`config.mk`:
```
export PLATFORM = sky130hd
export DESIGN_NAME = iram_arb
export DESIGN_NICKNAME = d
export VERILOG_FILES = /design/src/rtl/iram_arb.sv
export SDC_FILE = /design/constraint.sdc
export NUM_CORES = 1
export LEC_CHECK = 0
export ABC_AREA = 1
export ABC_CLOCK_PERIOD_IN_PS = 3850
export BUFFER_PORTS_ARGS = -buffer_cell sky130_fd_sc_hd__buf_2
export CELL_PAD_IN_SITES_DETAIL_PLACEMENT = 0
export CELL_PAD_IN_SITES_GLOBAL_PLACEMENT = 1
export CORE_MARGIN = 2
export CORE_UTILIZATION = 31
export CTS_CLUSTER_SIZE = 40
export DETAILED_ROUTE_END_ITERATION = 8
export GPL_TIMING_DRIVEN = 0
export MAX_ROUTING_LAYER = met4
export PLACE_DENSITY_LB_ADDON = 0.15
export SYNTH_ARGS = -nofsm -noshare
export SYNTH_HDL_FRONTEND = slang
export SYNTH_SLANG_ARGS = --single-unit
```
`constraint.sdc`:
```
create_clock -name clk -period 3.85 [get_ports clk]
set_input_delay 0.385 -clock clk [delete_from_list [all_inputs] [get_ports clk]]
set_output_delay 0.385 -clock clk [all_outputs]
set_load 0.05 [all_outputs]
```
`src/rtl/iram_arb.sv`:
```
// Two-master arbiter (core m0, debug/loader m1) for the single-port iram.
// Latency: grant is combinational in the request cycle; rvalid/rdata follow one cycle after accept.
// Backpressure: a master holds req until gnt; m1 lock and starvation timeout decide who waits.
module iram_arb #(
   parameter int AW       = 15,
   parameter bit RR_EN    = 1'b1,
   parameter int WAIT_MAX = 15
) (
   input  logic          clk,
   input  logic          rst_n,

   input  logic          m0_req,
   input  logic [3:0]    m0_we,
   input  logic [AW-1:0] m0_addr,
   input  logic [31:0]   m0_wdata,
   output logic          m0_gnt,
   output logic          m0_rvalid,
   output logic [31:0]   m0_rdata,

   input  logic          m1_req,
   input  logic [3:0]    m1_we,
   input  logic [AW-1:0] m1_addr,
   input  logic [31:0]   m1_wdata,
   input  logic          m1_lock,
   output logic          m1_gnt,
   output logic          m1_rvalid,
   output logic [31:0]   m1_rdata,

   output logic          sram_en,
   output logic [3:0]    sram_we,
   output logic [AW-1:0] sram_addr,
   output logic [31:0]   sram_wdata,
   input  logic [31:0]   sram_rdata
);

   typedef enum logic [0:0] {
      ARB   = 1'b0,
      LOCK1 = 1'b1
   } state_t;

   localparam logic [7:0] WMAX = 8'(WAIT_MAX);

   state_t      state_q, state_d;
   logic        last_q;            // 1: m1 owned the most recent transfer
   logic [7:0]  wait0_q, wait1_q;
   logic        starve0, starve1;
   logic        gnt0, gnt1;
   logic        rv0_q, rv1_q, rd_q;
   logic [31:0] hold0_q, hold1_q;

   assign starve0 = m0_req && (wait0_q == WMAX);
   assign starve1 = m1_req && (wait1_q == WMAX);

   // Starvation overrides lock and priority; a double starvation falls back to round-robin.
   always_comb begin
      gnt0 = 1'b0;
      gnt1 = 1'b0;
      if (starve0 && starve1) begin
         if (last_q) gnt0 = 1'b1;
         else        gnt1 = 1'b1;
      end else if (starve0) begin
         gnt0 = 1'b1;
      end else if (starve1) begin
         gnt1 = 1'b1;
      end else if (state_q == LOCK1) begin
         gnt1 = m1_req;
      end else if (m0_req && m1_req) begin
         if (RR_EN && !last_q) gnt1 = 1'b1;
         else                  gnt0 = 1'b1;
      end else begin
         gnt0 = m0_req;
         gnt1 = m1_req;
      end
   end

   always_comb begin
      state_d = state_q;
      case (state_q)
         ARB: begin
            if (gnt1 && m1_lock) state_d = LOCK1;
         end
         LOCK1: begin
            if (gnt0 || (gnt1 && !m1_lock) || (!m1_req && !m1_lock)) state_d = ARB;
         end
         default: state_d = ARB;
      endcase
   end

   assign m0_gnt     = gnt0;
   assign m1_gnt     = gnt1;
   assign sram_en    = gnt0 | gnt1;
   assign sram_we    = gnt0 ? m0_we    : (gnt1 ? m1_we    : 4'd0);
   assign sram_addr  = gnt0 ? m0_addr  : (gnt1 ? m1_addr  : '0);
   assign sram_wdata = gnt0 ? m0_wdata : (gnt1 ? m1_wdata : 32'd0);

   // Read data comes straight from the macro in the completion cycle; writes keep the last value.
   assign m0_rvalid = rv0_q;
   assign m1_rvalid = rv1_q;
   assign m0_rdata  = (rv0_q && rd_q) ? sram_rdata : hold0_q;
   assign m1_rdata  = (rv1_q && rd_q) ? sram_rdata : hold1_q;

   always_ff @(posedge clk or negedge rst_n) begin
      if (!rst_n) begin
         state_q <= ARB;
         last_q  <= 1'b1;
         wait0_q <= 8'd0;
         wait1_q <= 8'd0;
         rv0_q   <= 1'b0;
         rv1_q   <= 1'b0;
         rd_q    <= 1'b0;
         hold0_q <= 32'd0;
         hold1_q <= 32'd0;
      end else begin
         state_q <= state_d;
         if (gnt0)      last_q <= 1'b0;
         else if (gnt1) last_q <= 1'b1;

         if (!m0_req || gnt0)     wait0_q <= 8'd0;
         else if (wait0_q < WMAX) wait0_q <= wait0_q + 8'd1;
         if (!m1_req || gnt1)     wait1_q <= 8'd0;
         else if (wait1_q < WMAX) wait1_q <= wait1_q + 8'd1;

         rv0_q   <= gnt0;
         rv1_q   <= gnt1;
         rd_q    <= sram_en && (sram_we == 4'd0);
         hold0_q <= m0_rdata;
         hold1_q <= m1_rdata;
      end
   end

   a_one_gnt: assert property (@(posedge clk) disable iff (!rst_n) !(m0_gnt && m1_gnt));
   a_lock_blocks_m0: assert property (@(posedge clk) disable iff (!rst_n)
      (state_q == LOCK1 && m0_gnt) |-> starve0);

endmodule

```
==> metrics.md <==
| Metric | Value |
|---|---|
| Slew margin rel. | `between 60 and 70%` |
| Full die area | `13,400 µm²` |
| Final period util | `72.0%` |
| Final HPWL DP | `9980 µm` |
| Core ar. | `approximately 12,000 µm²` |
| Maximum vdd drop | `~320 µV` |
| Most common cell after layout, fill and taps aside | `buf_2` |
| Number of diodes | `0` |
| Setup Fix Bufs, Post-CTS | `0` |
| WL final | `between 10,000 and 15,000 µm` |
| Req. time, crit path | `3.46 ns` |
| Synth Net Count | `approximately 560` |
| FILL cells | `~1,200` |
| Via count | `about 3,900` |
| Crit Path Category | `flop to output port` |
| Clk sinks | `between 80 and 90` |
| Crit-path max FO | `10` |
| Clock Path Buffers | `2` |
| Largest family of logic cells by synthesized area | `compound AO/OA/AOI/OAI gates` |
| Unrepaired setup endpoints after global routing | `false` |
| Max Used Layer | `met4` |
| Startpoint type of the worst setup path | `flop` |
| Antenna violations before repair | `0` |
| Clock power frac | `18.2%` |
| Hold path depth | `3` |
| Worst min-delay path startpoint | `m1_lock` |
| DRT iter0 DRCs | `approximately 220` |
| Total Nets Final | `827` |
| Share of power burned in registers | `around 28%` |
| Comb pwr share | `around 54%` |
| CP max-delay cell | `dfrtp_1` |
| Mapped Cells | `between 400 and 500` |
| Critical R2R Capture | `rd_q$_DFF_PN0_` |
| First-pass GRT wire length | `between 15,000 and 20,000 µm` |
| Finished Layout Cells | `~860` |
| Post-Syn Area | `around 3900 µm²` |
| Worst skew pair latency | `between 0.3 and 0.4 ns` |
| Warnings from Yosys | `0` |
| Power Dens Cells | `between 800 and 900 nW/µm²` |
| Simple-Gate Fraction of Synth Area | `14.7%` |
| FF-to-FF setup slack | `around 2.1 ns` |
| Part of the Yosys area used for sequential elements | `between 50 and 60%` |
| CP Launch Point | `wait1_q[0]$_DFFE_PN0P_` |
| Die Ht | `roughly 120 µm` |
| Drt pass-1 iters | `4` |
| Clock-pin transition on the worst setup and hold timing paths | `about 0.060 ns` |
| Site Rows | `40` |
| Area Growth Syn to Fin | `47.5%` |
| Crit path DAT | `approximately 2.4 ns` |
| # DRC | `0` |
| H-tree depth | `3` |
| Mean Syn Cell Area | `around 9.3 µm²` |
| CP endpoint kind | `output port` |
| Antenna viol nets, final | `0` |
| CP cell instances | `ha_1, nand3_1, nor2_2, inv_1, nand2_2, nand2_2, inv_2, buf_6, buf_6, a22o_1, buf_2` |
| Placed Cells | `about 840` |
| I/O pin total | `around 260` |
| NetSw | `~0.0025 W` |
| Global route overflow | `0` |
| Cts hold-fix bufs | `1` |
| Via/cell ratio | `~4.5` |
| Leak pwr | `roughly 3.2 nW` |
| Overall Power | `roughly 0.0048 W` |
| Most frequent cells in the layout | `buf_2 (261), dfrtp_1 (84), nand2_1 (83)` |
| CTS tree | `done` |
| Least-Margin Pin Slew | `between 0.5 and 0.6 ns` |
| Adder-cell area share of the yosys netlist | `0.645%` |
| Count of final setup violators | `0` |
| Synth unique cells | `28` |
| Mean routed wirelength per cell | `approximately 15 µm` |
| Max stage delay on crit path | `~0.39 ns` |
| Final Hold Viols | `0` |
| Cells on worst reg2reg path | `9` |
| Compound-Gate Fraction of Synth Area | `20.2%` |
| MaxCap Viol Count | `0` |
| Layout cells sized above 1 | `between 40% and 50%` |
| HP Class | `input pin to flop` |
| Worst Path Buf+Inv | `5` |
| Wire length on met3 | `~770 µm` |
| Post-cts sizing count | `0` |
| Mux contribution to synthesized area | `0%` |
| Critical R2R Launch | `wait1_q[0]$_DFFE_PN0P_` |
| Clk root buf | `clkbuf_16` |
| Yosys reg bits | `85` |
| Peak Freq | `approximately 360 MHz` |
| Min Tclk post-route | `roughly 2.8 ns` |
| Hold EP | `state_q$_DFF_PN0_` |
| Chip Width | `roughly 120 µm` |
| Met2 wire length | `between 6000 and 7000 µm` |
| Total global-route track usage | `between 10% and 20%` |
| Max Transition Viols Final | `0` |
| Largest net degree at the start of global routing | `58` |
| Status | `complete, no violations` |
| Synth Area in XOR/XNOR | `roughly 1.4%` |
| Num CTS Buffers | `9` |
| Setup TNS Final | `0 ns` |
| Switch share | `about half` |
| Power Internal | `about 0.0023 W` |
| Port bufs | `between 200 and 300` |
| Gpl congestion | `roughly 0.76` |
| Starting Density | `around a third` |
| Crit path max-delay family | `buffers and inverters` |
| Vias in the first global route | `roughly 3,800` |
| Clock skew | `0.00951 ns` |
| DRT met1 WL | `5290 µm` |
==> layout make-up <==
type,count,area (µm²),share of cell area [%]
Inverter,50,190,3.32
Clock buffer,12,246,4.31
Timing Repair Buffer,260,1330,23.3
Tap cell,168,210,3.67
Sequential cell,85,2130,37.2
Buffer,22,133,2.32
Multi-Input combinational cell,258,1430,25.0
Clock inverter,4,55.1,0.962
==> worst max path at each step <==
stage	slack, ns	depth (start not counted)	end
floorplan	1.19	3	m1_rdata[0]
global placement	1.44	11	sram_wdata[17]
detailed placement	1.45	13	sram_wdata[17]
CTS	1.06	11	sram_wdata[17]
global route	0.89	11	sram_wdata[17]
finish	1.08	11	sram_wdata[17]
==> per-stage QoR <==
step           util (%)  cell area [µm²]  hold slack, ns  worst slack [ns]
2_1_floorplan         -             3880          0.0894              1.19
3_3_place_gp       44.4             5380           0.473              1.44
3_5_place_dp       44.7             5410           0.335              1.45
4_1_cts            47.3             5720           0.258              1.06
5_1_grt            47.3             5720           0.264             0.889
6_report           47.3             5720           0.268              1.08
==> per-layer routing <==
| layer | track usage (%) | vias up |
|---|---|---|
| met3 | 4.08 | 12 |
| met2 | 32.6 | 151 |
| met1 | 22.0 | 1787 |
| met4 | 6.19 | 0 |
| li1 | - | 1936 |
| met5 | - | - |
==> synthesized netlist by cell type (all sizes together) <==
master	instances	area share (%)
nand2	87	8.8
dfrtp	84	54
o21ai	68	8.9
inv	50	4.9
a22o	47	11
nor2	27	3.2
clkbuf	12	1.2
nand3	12	1.9
buf	10	2.3
a21oi	4	0.52
nand4	4	0.81
xor2	4	0.90
ha	2	0.64
xnor2	2	0.45
a31oi	1	0.16
dfstp	1	0.68
==> cell families (layout without fill, tap and decap cells) <==
logic type	Yosys count	after routing
buffers and inverters	72	348
adder cells (fa/ha/maj)	2	2
AO/OA/AOI/OAI	120	120
flip-flops	85	85
AND/OR/NAND/NOR	130	130
XOR/XNOR	6	6
==> power by group through the flow <==
| stage | combinational (W) | clock [W] | sequential, W |
|---|---|---|---|
| floorplan | 0.00196 | 0 | 0.00134 |
| global placement | 0.00256 | 0 | 0.00134 |
| detailed placement | 0.00258 | 0 | 0.00135 |
| CTS | 0.00259 | 0.000895 | 0.00134 |
| global route | 0.00272 | 0.000937 | 0.00137 |
| finish | 0.00257 | 0.000868 | 0.00133 |
==> registers in the layout, indices dropped and copies added (netlist names) <==
register / cells
hold0_q: 32
hold1_q: 32
wait0_q: 8
wait1_q: 8
last_q: 1
m0_rvalid: 1
m1_rvalid: 1
rd_q: 1
state_q: 1
==> worst min-delay path, cell delays in order <==
cell and delay [ns]:
buf_2 0.10, nand2_1 0.05, a21oi_1 0.03
(Power assumes the default switching activity.)
